## src/rtl/gp_reg_file.sv

```systemverilog
// General-purpose register file: NREGS x WIDTH registers written from bus, sec or step
// sources with fixed priority, two combinational read ports and registered status flags.
module gp_reg_file #(
    parameter int WIDTH  = 16,
    parameter int NREGS  = 4,
    parameter int AW     = 2,
    parameter int BYPASS = 0
) (
    input  logic             clk,
    input  logic             rst,
    input  logic [WIDTH-1:0] bus_in,
    input  logic             bus_we,
    input  logic [AW-1:0]    bus_sel,
    input  logic [WIDTH-1:0] sec_in,
    input  logic             sec_we,
    input  logic [AW-1:0]    sec_sel,
    input  logic             step_en,
    input  logic             step_dn,
    input  logic [AW-1:0]    step_sel,
    input  logic [AW-1:0]    rd_a_sel,
    output logic [WIDTH-1:0] rd_a,
    input  logic [AW-1:0]    rd_b_sel,
    output logic [WIDTH-1:0] rd_b,
    output logic             step_wrap,
    output logic             conflict
);

    logic [WIDTH-1:0] regs     [NREGS];
    logic [WIDTH-1:0] next_val [NREGS];
    logic [NREGS-1:0] upd;
    logic             bus_ok;
    logic             sec_ok;
    logic             step_ok;
    logic             wrap_next;
    logic             conflict_next;

    // Out-of-range selects are filtered here so they neither write nor count as contention.
    always_comb begin
        bus_ok  = bus_we  && (32'(bus_sel)  < NREGS);
        sec_ok  = sec_we  && (32'(sec_sel)  < NREGS);
        step_ok = step_en && (32'(step_sel) < NREGS);

        conflict_next = (bus_ok && sec_ok  && (bus_sel == sec_sel))  ||
                        (bus_ok && step_ok && (bus_sel == step_sel)) ||
                        (sec_ok && step_ok && (sec_sel == step_sel));

        wrap_next = 1'b0;
        upd       = '0;
        for (int i = 0; i < NREGS; i++) begin
            next_val[i] = regs[i];
            if (bus_ok && (bus_sel == AW'(i))) begin
                next_val[i] = bus_in;
                upd[i]      = 1'b1;
            end else if (sec_ok && (sec_sel == AW'(i))) begin
                next_val[i] = sec_in;
                upd[i]      = 1'b1;
            end else if (step_ok && (step_sel == AW'(i))) begin
                upd[i] = 1'b1;
                if (step_dn) begin
                    next_val[i] = regs[i] - WIDTH'(1);
                    wrap_next   = (regs[i] == '0);
                end else begin
                    next_val[i] = regs[i] + WIDTH'(1);
                    wrap_next   = (regs[i] == '1);
                end
            end
        end
    end

    // With BYPASS the ports forward the value the register is about to take, or 0 under reset.
    always_comb begin
        rd_a = '0;
        rd_b = '0;
        for (int i = 0; i < NREGS; i++) begin
            if (rd_a_sel == AW'(i)) begin
                if (BYPASS != 0) rd_a = rst ? '0 : next_val[i];
                else             rd_a = regs[i];
            end
            if (rd_b_sel == AW'(i)) begin
                if (BYPASS != 0) rd_b = rst ? '0 : next_val[i];
                else             rd_b = regs[i];
            end
        end
    end

    always_ff @(posedge clk) begin
        if (rst) begin
            for (int i = 0; i < NREGS; i++) regs[i] <= '0;
            step_wrap <= 1'b0;
            conflict  <= 1'b0;
        end else begin
            for (int i = 0; i < NREGS; i++) begin
                if (upd[i]) regs[i] <= next_val[i];
            end
            step_wrap <= wrap_next;
            conflict  <= conflict_next;
        end
    end

endmodule

```

## config.mk

```make
export PLATFORM = sky130hd
export DESIGN_NAME = gp_reg_file
export DESIGN_NICKNAME = d
export VERILOG_FILES = /design/src/rtl/gp_reg_file.sv
export SDC_FILE = /design/constraint.sdc
export NUM_CORES = 1
export LEC_CHECK = 0
export BUFFER_PORTS_ARGS = -buffer_cell sky130_fd_sc_hd__buf_2
export CAP_MARGIN = 20
export CORE_ASPECT_RATIO = 1.75
export CORE_MARGIN = 4
export CORE_UTILIZATION = 30
export CTS_BUF_LIST = sky130_fd_sc_hd__clkbuf_4
export CTS_CLUSTER_SIZE = 14
export DETAILED_ROUTE_END_ITERATION = 6
export GPL_TIMING_DRIVEN = 0
export PLACE_DENSITY = 0.57
export SETUP_SLACK_MARGIN = 0.5
export SLEW_MARGIN = 20
export SYNTH_ARGS = -nofsm -noshare
export SYNTH_HDL_FRONTEND = slang
export SYNTH_SLANG_ARGS = --single-unit
```

## constraint.sdc

```tcl
create_clock -name clk -period 3.5 [get_ports clk]
set_input_delay 0.7 -clock clk [delete_from_list [all_inputs] [get_ports clk]]
set_output_delay 0.7 -clock clk [all_outputs]
set_load 0.02 [all_outputs]
```

## Word-level counts from Yosys, hierarchy flattened

Memories as Yosys holds them, arrays and structs flattened.
Index checks and enable logic that the tools add are counted.

| cells by class | value |
|---|---|
| $add $sub $neg | 8 |
| reductions and logical operators | 29 |
| eq/ne operators | 22 |
| muxes and demuxes | 70 |
| bitwise logic cells | 4 |

Operators by type and width:

| operator | count |
|---|---|
| $mux 16 | 28 |
| $add 16x1->16 const B | 4 |
| $eq 16x16->1 const B | 4 |
| $logic_not 16->1 | 4 |
| $sub 16x1->16 const B | 4 |
| $mux 1 | 42 |
| $eq 2x2->1 const B | 10 |
| $logic_and 1x1->1 | 18 |
| $eq 2x1->1 const B | 5 |
| $logic_not 2->1 | 5 |
| $eq 2x2->1 | 3 |
| $or 1x1->1 | 4 |
| $logic_or 1x1->1 | 2 |

| storage, ports and cells | value |
|---|---|
| memory bits (writable) | 64 |
| memories | 1 |
| flip-flop bits (word level) | 2 |
| output and inout bits | 34 |

Memory list:

| name | depth | width | read ports | clocked after memory_dff | wr ports | line | source |
|---|---|---|---|---|---|---|---|
| regs | 4 | 16 | 4 | 0 | 4 | 28 | `logic [WIDTH-1:0] regs [NREGS];` |

## Longest topological paths before layout

Gate-level depths: netlist of the first run.

| logic depth | value |
|---|---|
| word-level depth | 14 |
| mapped depth | 10 |
| mapped depth without buffers | 9 |

## Least setup slack after synthesis of the first run

OpenSTA, ideal clock, no wires.

| path | value |
|---|---|
| kind | input-to-reg |
| start point | input step_dn |
| end point | memory regs[1][14], data pin |
| stages on the path | 10 |
| required time | 3,348 ps |
| path slack | 555 ps |
| path buffers | 1 |
| library setup time | 152 ps |
| data arrival time | 2,793 ps |
| path through | buf_2 -> inv_1 -> fa_1 -> and2b_1 -> o211ai_1 -> a21boi_1 -> o22ai_1 -> a2111oi_0 -> a31oi_1 -> a31oi_1 |

RTL lines:

| what | line | source |
|---|---|---|
| from (decl) | 18 | `input logic step_dn,` |
| to (decl) | 28 |  |

## Worst setup path in the final report of the first run

| path | value |
|---|---|
| start point | input rd_a_sel[1] |
| end point | output rd_a[9] |

| between the ends | value |
|---|---|
| cells in the longest elaborated chain, start to end | 5 |

Ends and longest elaborated chain:

| what | line | source |
|---|---|---|
| from (decl) | 20 | `input logic [AW-1:0] rd_a_sel,` |
| $logic_not 2->1 | 75 | `if (rd_a_sel == AW'(i)) begin` |
| $mux 16 (3 in a row) | 75 |  |
| $mux 16 (*) | 75 |  |
| to (decl) | 21 | `output logic [WIDTH-1:0] rd_a,` |

Mark *: on every way between the ends. The rest lies on a longest branch, timed or not.

==> results of run 1 <==
==> area by class of cell <==
type	count	area, sq um	area share, %
clock inverter	5	46.29	0.5473
timing repair buffer	71	402.9	4.763
tap	312	390.4	4.615
multi-input combinational	732	5334	63.06
sequential	66	1962	23.20
buffer	45	192.7	2.278
clock buffer	10	75.07	0.8876
inverter	13	52.55	0.6213
antenna	1	2.502	0.02959
==> power by group <==
| part | switching, uW | internal (uW) |
|---|---|---|
| combinational | 899 | 611 |
| clock | 338 | 213 |
| sequential | 187 | 975 |
==> critical path, delay by kind of cell <==
kind	cells	cell delay [ns]
multiplexers	1	0.48
buffers and inverters	3	1.02
==> metal layers <==
metal | part of all wire, % | wire length, um
met5 | 0.044 | 15
met4 | 11 | 3620
met3 | 6.4 | 2203
met2 | 51 | 17590
met1 | 32 | 10920
==> Yosys cell counts, drive strengths merged, types with 3 or more instances <==
library cell	number
mux4	32
nand2b	8
fa	4
and2	4
buf	12
nand2	79
nor3	18
a311oi	4
or3	6
o31ai	4
nor4	24
o221ai	4
o21bai	3
a41oi	3
nand4	21
o22ai	4
xor2	19
o21a	8
xnor2	30
nor3b	6
ha	56
a22oi	4
a21boi	4
nand3	18
a21oi	82
nor2b	10
nor2	84
clkbuf	33
mux2i	5
nand3b	6
and3	6
inv	13
a21o	19
o21ai	71
a2111oi	3
a211oi	27
o211ai	15
edfxtp	64
a31oi	13
==> cell families (layout without fill, tap and decap cells) <==
family | Yosys count | count (layout) | synth area share, %
simple gates | 300 | 300 | 19.41
compound gates | 285 | 285 | 24.70
flops | 66 | 66 | 26.16
fa+ha+maj | 60 | 60 | 10.41
buf+inv | 58 | 144 | 3.070
xor+xnor | 49 | 49 | 5.723
mux | 38 | 38 | 10.53
other cells | 0 | 1 | 0
==> registers in the layout (all words and copies together), names as in the netlist <==
signal	flops
step_wrap	1
regs	64
conflict	1
==> repair_timing <==
action | in CTS | in global routing
cloned | 0 | 1
resized for setup | 11 | 7
endpoints found under the setup margin | 41 | 12
buffers inserted | 2 | 0
==> worst min-delay path by stage <==
stage | start | slack (ns) | end | depth (start not counted)
final | step_en | 0.52 | conflict$_SDFF_PP0_ | 3
after global routing | step_en | 0.54 | conflict$_SDFF_PP0_ | 3
after CTS | step_en | 0.50 | conflict$_SDFF_PP0_ | 3
after detailed placement | regs[2][0]$_SDFFCE_PN0P_ | 0.94 | regs[2][0]$_SDFFCE_PN0P_ | 3
after global placement | regs[2][0]$_SDFFCE_PN0P_ | 0.91 | regs[2][0]$_SDFFCE_PN0P_ | 3
after floorplan | regs[1][10]$_SDFFCE_PN0P_ | 0.70 | step_wrap$_SDFF_PP0_ | 3
==> per-stage QoR <==
stage,std cells,instance area [sq um],TNS (ns),total power [uW]
final,1255,8458,0,3224
after global routing,1255,8458,0,3379
after CTS,1253,8409,0,3176
after detailed placement,1236,8232,-11.39,2631
after global placement,1236,8229,-30.65,2620
after floorplan,856,7498,0,2136
==> impl_metrics.py, run 1 <==
metrics = {
    "yosys": {
        "ys.flop_type": "edfxtp_1",
        "synth.distinct_cells": 75,
        "yosysWarnings": 0,
        "synth_seq_cells": 66,
        "synthArstFlopShare_pct": 0,
        "synth_top_area_share_pct": 25.63,
        "synthCells": 856,
        "synth_top_cell_by_area": "edfxtp_1",
        "syn-cell-area_sq_um": 7498,
        "synth_edf_count": 64,
        "seq_area_frac_synth_pct": 26.16,
        "synthTopCellsByArea": "edfxtp_1 26%, ha_1 9.3%, mux4_2 9.0%",
        "syn_nets": 964,
        "syn_area_per_cell_sq_um": 8.760,
    },
    "setup_path": {
        "crit_chain": "clkbuf_1 -> buf_1 -> mux4_2 -> buf_2",
        "worstReg2RegEnd": "regs[1][14]$_SDFFCE_PN0P_",
        "reg2reg_from": "regs[1][0]$_SDFFCE_PN0P_",
        "critPathRequiredTime_ns": 2.80,
        "max_stage_delay_ns": 0.51,
        "timing.critical_path.to": "rd_a[9]",
        "rr_worst_depth": 9,
        "startpoint": "rd_a_sel[1]",
        "criticalPathCategory": "in2out",
        "end_kind": "output pin",
        "cpMaxStageDelayCell": "buf_1",
        "rrSetupSlack_ns": 0.72,
        "cp-start-kind": "primary input",
        "cp.arrival_ns": 2.21,
        "crit_path_max_fanout": 10,
    },
    "sta": {
        "min_period_ns": 2.909,
        "finalSetupViolCount": 0,
        "fmax_ghz": 0.3438,
        "timing.hold.ws_ns": 0.5250,
        "max_slew_margin_pct": 35.58,
        "setup_slack_ns": 0.5911,
        "drv_slew": 0,
        "min_period_over_period_pct": 83.11,
        "rsz0062_at_grt": "false",
        "hold_viol": 0,
        "clock_skew_ns": 0.02198,
        "tightest_slew_ns": 0.9634,
    },
    "placement": {
        "place_ws_ns": -0.9184,
        "port_buffers": 68,
        "gp_congestion": 1.016,
        "hpwl_mm": 26.69,
    },
    "die": {
        "initial_core_util_pct": 30.45,
        "die_w_um": 127.5,
        "rows": 76,
        "core_area_sq_um": 24630,
        "io_pins": 82,
        "die_height_um": 217.1,
        "dieArea_sq_um": 27690,
    },
    "status": {
        "status": "finished clean",
    },
    "clock_tree": {
        "clk_latency_ns": 0.52,
        "cts_tree": "done",
        "clk_path_buf_depth": 2,
        "clkTransAtPathRegs_ns": 0.11,
        "ctsHoldBuffers": 0,
        "cts_root_buf": "clkbuf_4",
        "cts_buffers": 9,
        "clock-sinks": 66,
        "htree_levels": 3,
    },
    "cells_and_area": {
        "final_common_cell": "nor2_1",
        "nets": 1046,
        "area_growth_pct": 12.80,
        "finish.utilization_pct": 34.34,
        "drive_gt1_share_pct": 15.39,
        "final_cell_mix": "84 x nor2_1, 79 x nand2_1, 79 x a21oi_1",
        "nFillCells": 2595,
    },
    "global_route": {
        "grt_pass1_wl_mm": 49.42,
        "met1_usage_pct": 24.36,
        "grtUsageTotal_pct": 24.49,
        "grt_pass1_vias": 7828,
        "grtUsageMet2_pct": 42.81,
        "antenna_found_initial": 2,
        "grt_max_degree": 58,
        "busiest_layer": "met2",
        "gr-total-overflow": 0,
        "grtUsageMet3_pct": 3.978,
    },
    "route": {
        "ant_nets": 0,
        "drt-pass1-iter-count": 6,
        "vias": 7896,
        "drc_errors": 0,
        "wl_per_cell_um": 27.37,
        "routed_wl_mm": 34.35,
        "drt_iter0_drc": 709,
        "via_per_inst": 6.292,
    },
    "pwr": {
        "leakagePower_uw": 0.003264,
        "irDropWorstVdd_mv": 0.1373,
        "p_per_area_nw_per_um2": 381.2,
    },
    "run": {
        "maxCapViolations": 0,
    },
    "min_path": {
        "hold_path_class": "in2reg",
    },
}
No activity file was read; power rests on OpenSTA's default activity.
==> run 2, diff against run 1 <==
clock period = 2.9 ns   (was 3.5 ns; I/O delays follow)
==> impl_metrics.py, run 2 (synthesis gave the netlist of run 1 again) <==
metrics = {
    "status": {
        "status": "finished clean",
    },
    "pwr": {
        "p_per_area_nw_per_um2": 446.1,
        "irDropWorstVdd_mv": 0.1831,
        "p_sw_uw": 1897,
        "p_seq_share_pct": 30.4,
        "leakagePower_uw": 0.003842,
        "p_sw_share_pct": 43.29,
        "clock_power_share_pct": 14.9,
        "p_int_uw": 2486,
        "comb_power_share_pct": 54.7,
    },
    "route": {
        "via_per_inst": 6.192,
        "wl_met1_mm": 11.59,
        "routed_wl_mm": 36.56,
        "drt-pass1-iter-count": 6,
        "wl_met2_mm": 18.29,
        "drc_errors": 0,
        "wl_met3_mm": 2.178,
        "drt_iter0_drc": 600,
        "ant_nets": 0,
        "highest_layer": "met4",
        "vias": 8322,
        "wl_per_cell_um": 27.20,
    },
    "sta": {
        "max_slew_margin_pct": 45.87,
        "min_period_over_period_pct": 86.83,
        "finalSetupViolCount": 0,
        "hold_viol": 0,
        "rsz0062_at_grt": "true",
        "setup_tns_ns": 0,
        "setup_slack_ns": 0.3819,
        "clock_skew_ns": 0.01477,
        "fmax_ghz": 0.3971,
        "tightest_slew_ns": 0.8119,
        "drv_slew": 0,
        "min_period_ns": 2.518,
    },
    "setup_path": {
        "criticalPathCategory": "reg2out",
        "cp-start-kind": "register",
        "cpMaxStageDelayCell": "edfxtp_1",
        "crit_chain": "buf_6 -> buf_12 -> mux4_2 -> buf_6",
        "startpoint": "regs[1][1]$_SDFFCE_PN0P_",
        "crit_path_max_fanout": 3,
        "max_stage_delay_ns": 0.50,
        "reg2reg_from": "regs[2][2]$_SDFFCE_PN0P_",
        "critPathRequiredTime_ns": 2.32,
        "crit_path_frequent_cell": "buf_6",
        "cp.arrival_ns": 1.94,
        "rrSetupSlack_ns": 0.40,
        "end_kind": "output pin",
    },
    "global_route": {
        "gr-total-overflow": 0,
        "grt_pass1_vias": 8120,
        "grtUsageTotal_pct": 25.83,
        "grt_pass1_wl_mm": 52.07,
        "grt_max_degree": 29,
        "antenna_found_initial": 1,
    },
    "clock_tree": {
        "htree_levels": 3,
        "clk_path_buf_depth": 2,
        "cts_root_buf": "clkbuf_4",
        "clkTransAtPathRegs_ns": 0.12,
        "cts_tree": "done",
        "clk_latency_ns": 0.50,
        "ctsHoldBuffers": 0,
        "cts_buffers": 9,
        "clock-sinks": 66,
    },
    "die": {
        "core_area_sq_um": 24630,
        "initial_core_util_pct": 30.45,
        "dieArea_sq_um": 27690,
        "die_height_um": 217.1,
        "io_pins": 82,
        "rows": 76,
        "die_w_um": 127.5,
    },
    "cells_and_area": {
        "largestRegisters": "regs: 64 flops, conflict: 1 flops, step_wrap: 1 flops",
        "nets": 1135,
        "drive_gt1_share_pct": 29.68,
        "regMostFlops": "regs",
        "area_growth_pct": 31.02,
        "largest_reg_flops": 64,
        "final_cell_mix": "80 x buf_4, 80 x nor2_1, 77 x nand2_1",
        "finish.utilization_pct": 39.89,
        "nFillCells": 2459,
    },
    "placement": {
        "port_buffers": 68,
        "hpwl_mm": 26.92,
        "place_ws_ns": -0.8649,
        "gp_congestion": 0.9900,
    },
    "min_path": {
        "hold_path_class": "in2reg",
        "hold_start": "step_en",
    },
    "run": {
        "maxCapViolations": 0,
    },
}
-- run 2: power groups by stage --
stage	registers, uW	logic (uW)	clock network [uW]
3_5_place_dp	1410	1820	0
3_3_place_gp	1410	1800	0
5_1_grt	1330	2560	683
6_report	1330	2400	652
4_1_cts	1350	2060	648
2_1_floorplan	1290	1320	0
-- run 2: metal layers --
metal  track usage (%)  vias to the layer above
li1                  -                     3691
met1             24.64                     3967
met2             45.02                      467
met3             5.059                      197
met4             24.84                        0
met5                 0                        -
-- run 2: path summary, 6_finish.rpt --
kind                                     to  cells past startpoint
setup / recovery                    rd_b[1]                      4
hold / removal          conflict$_SDFF_PP0_                      3
hold reg to reg    regs[3][6]$_SDFFCE_PN0P_                      4
setup reg to reg  regs[2][14]$_SDFFCE_PN0P_                      9
-- run 2: repair_timing --
item	CTS	global route
setup endpoints to repair	95	60
setup buffers	49	41
pin swaps	17	40
resized for setup	42	99
cloned	2	0
-- run 2: worst max-delay path: cells and delay by family (launching register included) --
kind	cells	cell delay, ns
DFF	1	0.50
muxes	1	0.49
buffers and inverters	3	0.46
-- run 2: final cells by class --
| cell class | instances | area (sq um) | share of cell area [%] |
|---|---|---|---|
| inverters | 13 | 52.55 | 0.5349 |
| multi-input cells | 732 | 5843 | 59.48 |
| clock inverters | 5 | 46.29 | 0.4712 |
| clock buffers | 10 | 75.07 | 0.7641 |
| plain buffers | 45 | 224.0 | 2.280 |
| repair buffers | 160 | 1229 | 12.51 |
| well taps | 312 | 390.4 | 3.974 |
| diodes | 1 | 2.502 | 0.02547 |
| flip-flops and latches | 66 | 1962 | 19.97 |
-- run 2: metrics by stage --
stage          instance area, sq um  cells  total power, uW  hold WS (ns)
2_1_floorplan                  7591    856             2607        0.6952
3_3_place_gp                   8322   1236             3214        0.8946
3_5_place_dp                   8324   1236             3232        0.9259
4_1_cts                        9045   1302             4052        0.4132
5_1_grt                        9824   1344             4577        0.4419
6_report                       9824   1344             4383        0.4315
==> run 3, diff against run 2 <==
CORE_ASPECT_RATIO = 1.4   (was 1.75)
==> impl_metrics.py, run 3 (synthesis gave the netlist of run 1 again) <==
metrics = {
    "status": {
        "status": "finished clean",
    },
    "setup_path": {
        "cp.arrival_ns": 2.86,
        "rrSetupSlack_ns": 0.37,
        "cp-start-kind": "register",
        "timing.critical_path.to": "regs[2][14]$_SDFFCE_PN0P_",
        "criticalPathCategory": "reg2reg",
        "reg2reg_from": "regs[2][1]$_SDFFCE_PN0P_",
        "critPathRequiredTime_ns": 3.23,
        "worstReg2RegEnd": "regs[2][14]$_SDFFCE_PN0P_",
        "rr_worst_depth": 10,
        "startpoint": "regs[2][1]$_SDFFCE_PN0P_",
        "crit_path_max_fanout": 3,
        "end_kind": "register",
    },
    "sta": {
        "tightest_slew_ns": 0.8476,
        "drv_slew": 0,
        "max_slew_margin_pct": 43.50,
        "fmax_ghz": 0.3954,
        "min_period_ns": 2.529,
        "rsz0062_at_grt": "true",
        "hold_viol": 0,
        "clock_skew_ns": 0.02569,
        "setup_slack_ns": 0.3712,
        "min_period_over_period_pct": 87.20,
        "finalSetupViolCount": 0,
        "setup_tns_ns": 0,
    },
    "min_path": {
        "hold_path_class": "in2reg",
        "hold_start": "step_en",
    },
    "cells_and_area": {
        "nFillCells": 2508,
        "final_cell_mix": "82 x nor2_1, 78 x nand2_1, 75 x buf_2, 75 x a21oi_1, 66 x buf_4",
        "largest_reg_flops": 64,
        "final_common_cell": "nor2_1",
        "area_growth_pct": 26.98,
        "drive_gt1_share_pct": 27.00,
        "nets": 1114,
        "design_area_sq_um": 9522,
        "regMostFlops": "regs",
        "largestRegisters": "regs: 64 flops, conflict: 1 flops, step_wrap: 1 flops",
    },
    "global_route": {
        "grt_pass1_vias": 7973,
        "gr-total-overflow": 0,
        "antenna_found_initial": 1,
        "grtUsageTotal_pct": 22.58,
        "grt_pass1_wl_mm": 46.98,
        "grt_max_degree": 23,
    },
    "route": {
        "vias": 8066,
        "ant_nets": 0,
        "wl_per_cell_um": 24.46,
        "via_per_inst": 6.078,
        "drt-pass1-iter-count": 5,
        "drc_errors": 0,
        "routed_wl_mm": 32.46,
        "drt_iter0_drc": 725,
    },
    "pwr": {
        "irDropWorstVdd_mv": 0.1692,
        "p_per_area_nw_per_um2": 439.2,
        "leakagePower_uw": 0.003711,
    },
    "die": {
        "die_w_um": 141.6,
        "io_pins": 82,
        "core_area_sq_um": 24670,
        "dieArea_sq_um": 27620,
        "die_height_um": 195.1,
        "initial_core_util_pct": 30.39,
        "rows": 68,
    },
    "placement": {
        "place_ws_ns": -0.7232,
        "hpwl_mm": 25.31,
        "dpl_cell_area_sq_um": 8356,
        "gp_congestion": 0.9973,
        "port_buffers": 68,
    },
    "clock_tree": {
        "clk_latency_ns": 0.49,
        "clock-sinks": 66,
        "clk_path_buf_depth": 2,
        "cts_tree": "done",
        "htree_levels": 3,
        "clkTransAtPathRegs_ns": 0.14,
        "cts_buffers": 9,
        "cts_root_buf": "clkbuf_4",
    },
    "run": {
        "maxCapViolations": 0,
    },
}
==> run 3: cell count changes in the layout (fill, tap and decap cells not counted), sizes merged <==
| cell | before | now |
|---|---|---|
| buf | 170 | 149 |
| clkbuf | 43 | 42 |
| clkinv | 4 | 5 |
| clkinvlp | 1 | 2 |
==> run 3: worst max-delay path: stages, from the launching register on <==
cell,delay [ns]
edfxtp_1,0.46
buf_4,0.18
inv_2,0.08
fa_2,0.22
nor2b_2,0.05
o31a_1,0.30
o31ai_4,0.35
nor3_2,0.09
a221o_1,0.30
and3_1,0.19
nor3_1,0.16
==> run 3: metal layers <==
| layer | global-route usage [%] | part of all wire (%) | vias to the layer above |
|---|---|---|---|
| met3 | 2.866 | 6.7 | 104 |
| met1 | 25.12 | 36 | 3916 |
| met5 | 0 | 0 | - |
| met2 | 40.52 | 51 | 396 |
| met4 | 13.41 | 6.4 | 0 |
| li1 | - | - | 3650 |
==> run 3: layout make-up <==
cell class                 count  area [sq um]  share of cell area [%]
antenna                        1         2.502                 0.02628
buffer                        45         234.0                   2.457
clock buffer                   9         67.56                  0.7096
clock inverter                 7         60.06                  0.6307
inverter                      13         52.55                  0.5519
multi-input combinational    732          5753                   60.42
sequential                    66          1962                   20.60
tap                          315         394.1                   4.139
timing repair buffer         139         996.0                   10.46
==> run 3: how the worst min path moves through the flow <==
stage,cells after the start,end,slack [ns]
floorplan,3,step_wrap$_SDFF_PP0_,0.70
global placement,3,step_wrap$_SDFF_PP0_,0.90
detailed placement,3,step_wrap$_SDFF_PP0_,0.90
CTS,3,conflict$_SDFF_PP0_,0.41
global route,3,conflict$_SDFF_PP0_,0.46
finish,3,conflict$_SDFF_PP0_,0.42
==> run 3: per-stage QoR <==
stage / instances / hold slack [ns] / total power, uW / util (%)
finish: 1327 / 0.4163 / 4182 / 38.59
detailed placement: 1240 / 0.8960 / 3174 / 33.86
floorplan: 856 / 0.6952 / 2607 / -
CTS: 1299 / 0.4129 / 3988 / 36.82
global placement: 1239 / 0.8975 / 3143 / 33.74
global route: 1327 / 0.4629 / 4376 / 38.59
==> run 3: what timing repair did <==
action	4_1_cts	5_1_grt
endpoints found under the hold margin	0	0
pin swaps	27	39
gates cloned	2	0
setup buffers	41	27
hold buffers	0	0
resized for setup	41	42
setup endpoints to repair	91	47
==> run 3: report_power, final <==
group	internal (uW)	switching [uW]	leakage (uW)
logic	961	1220	0.00293
registers	1180	163	0.000706
clock network	252	405	0.0000706
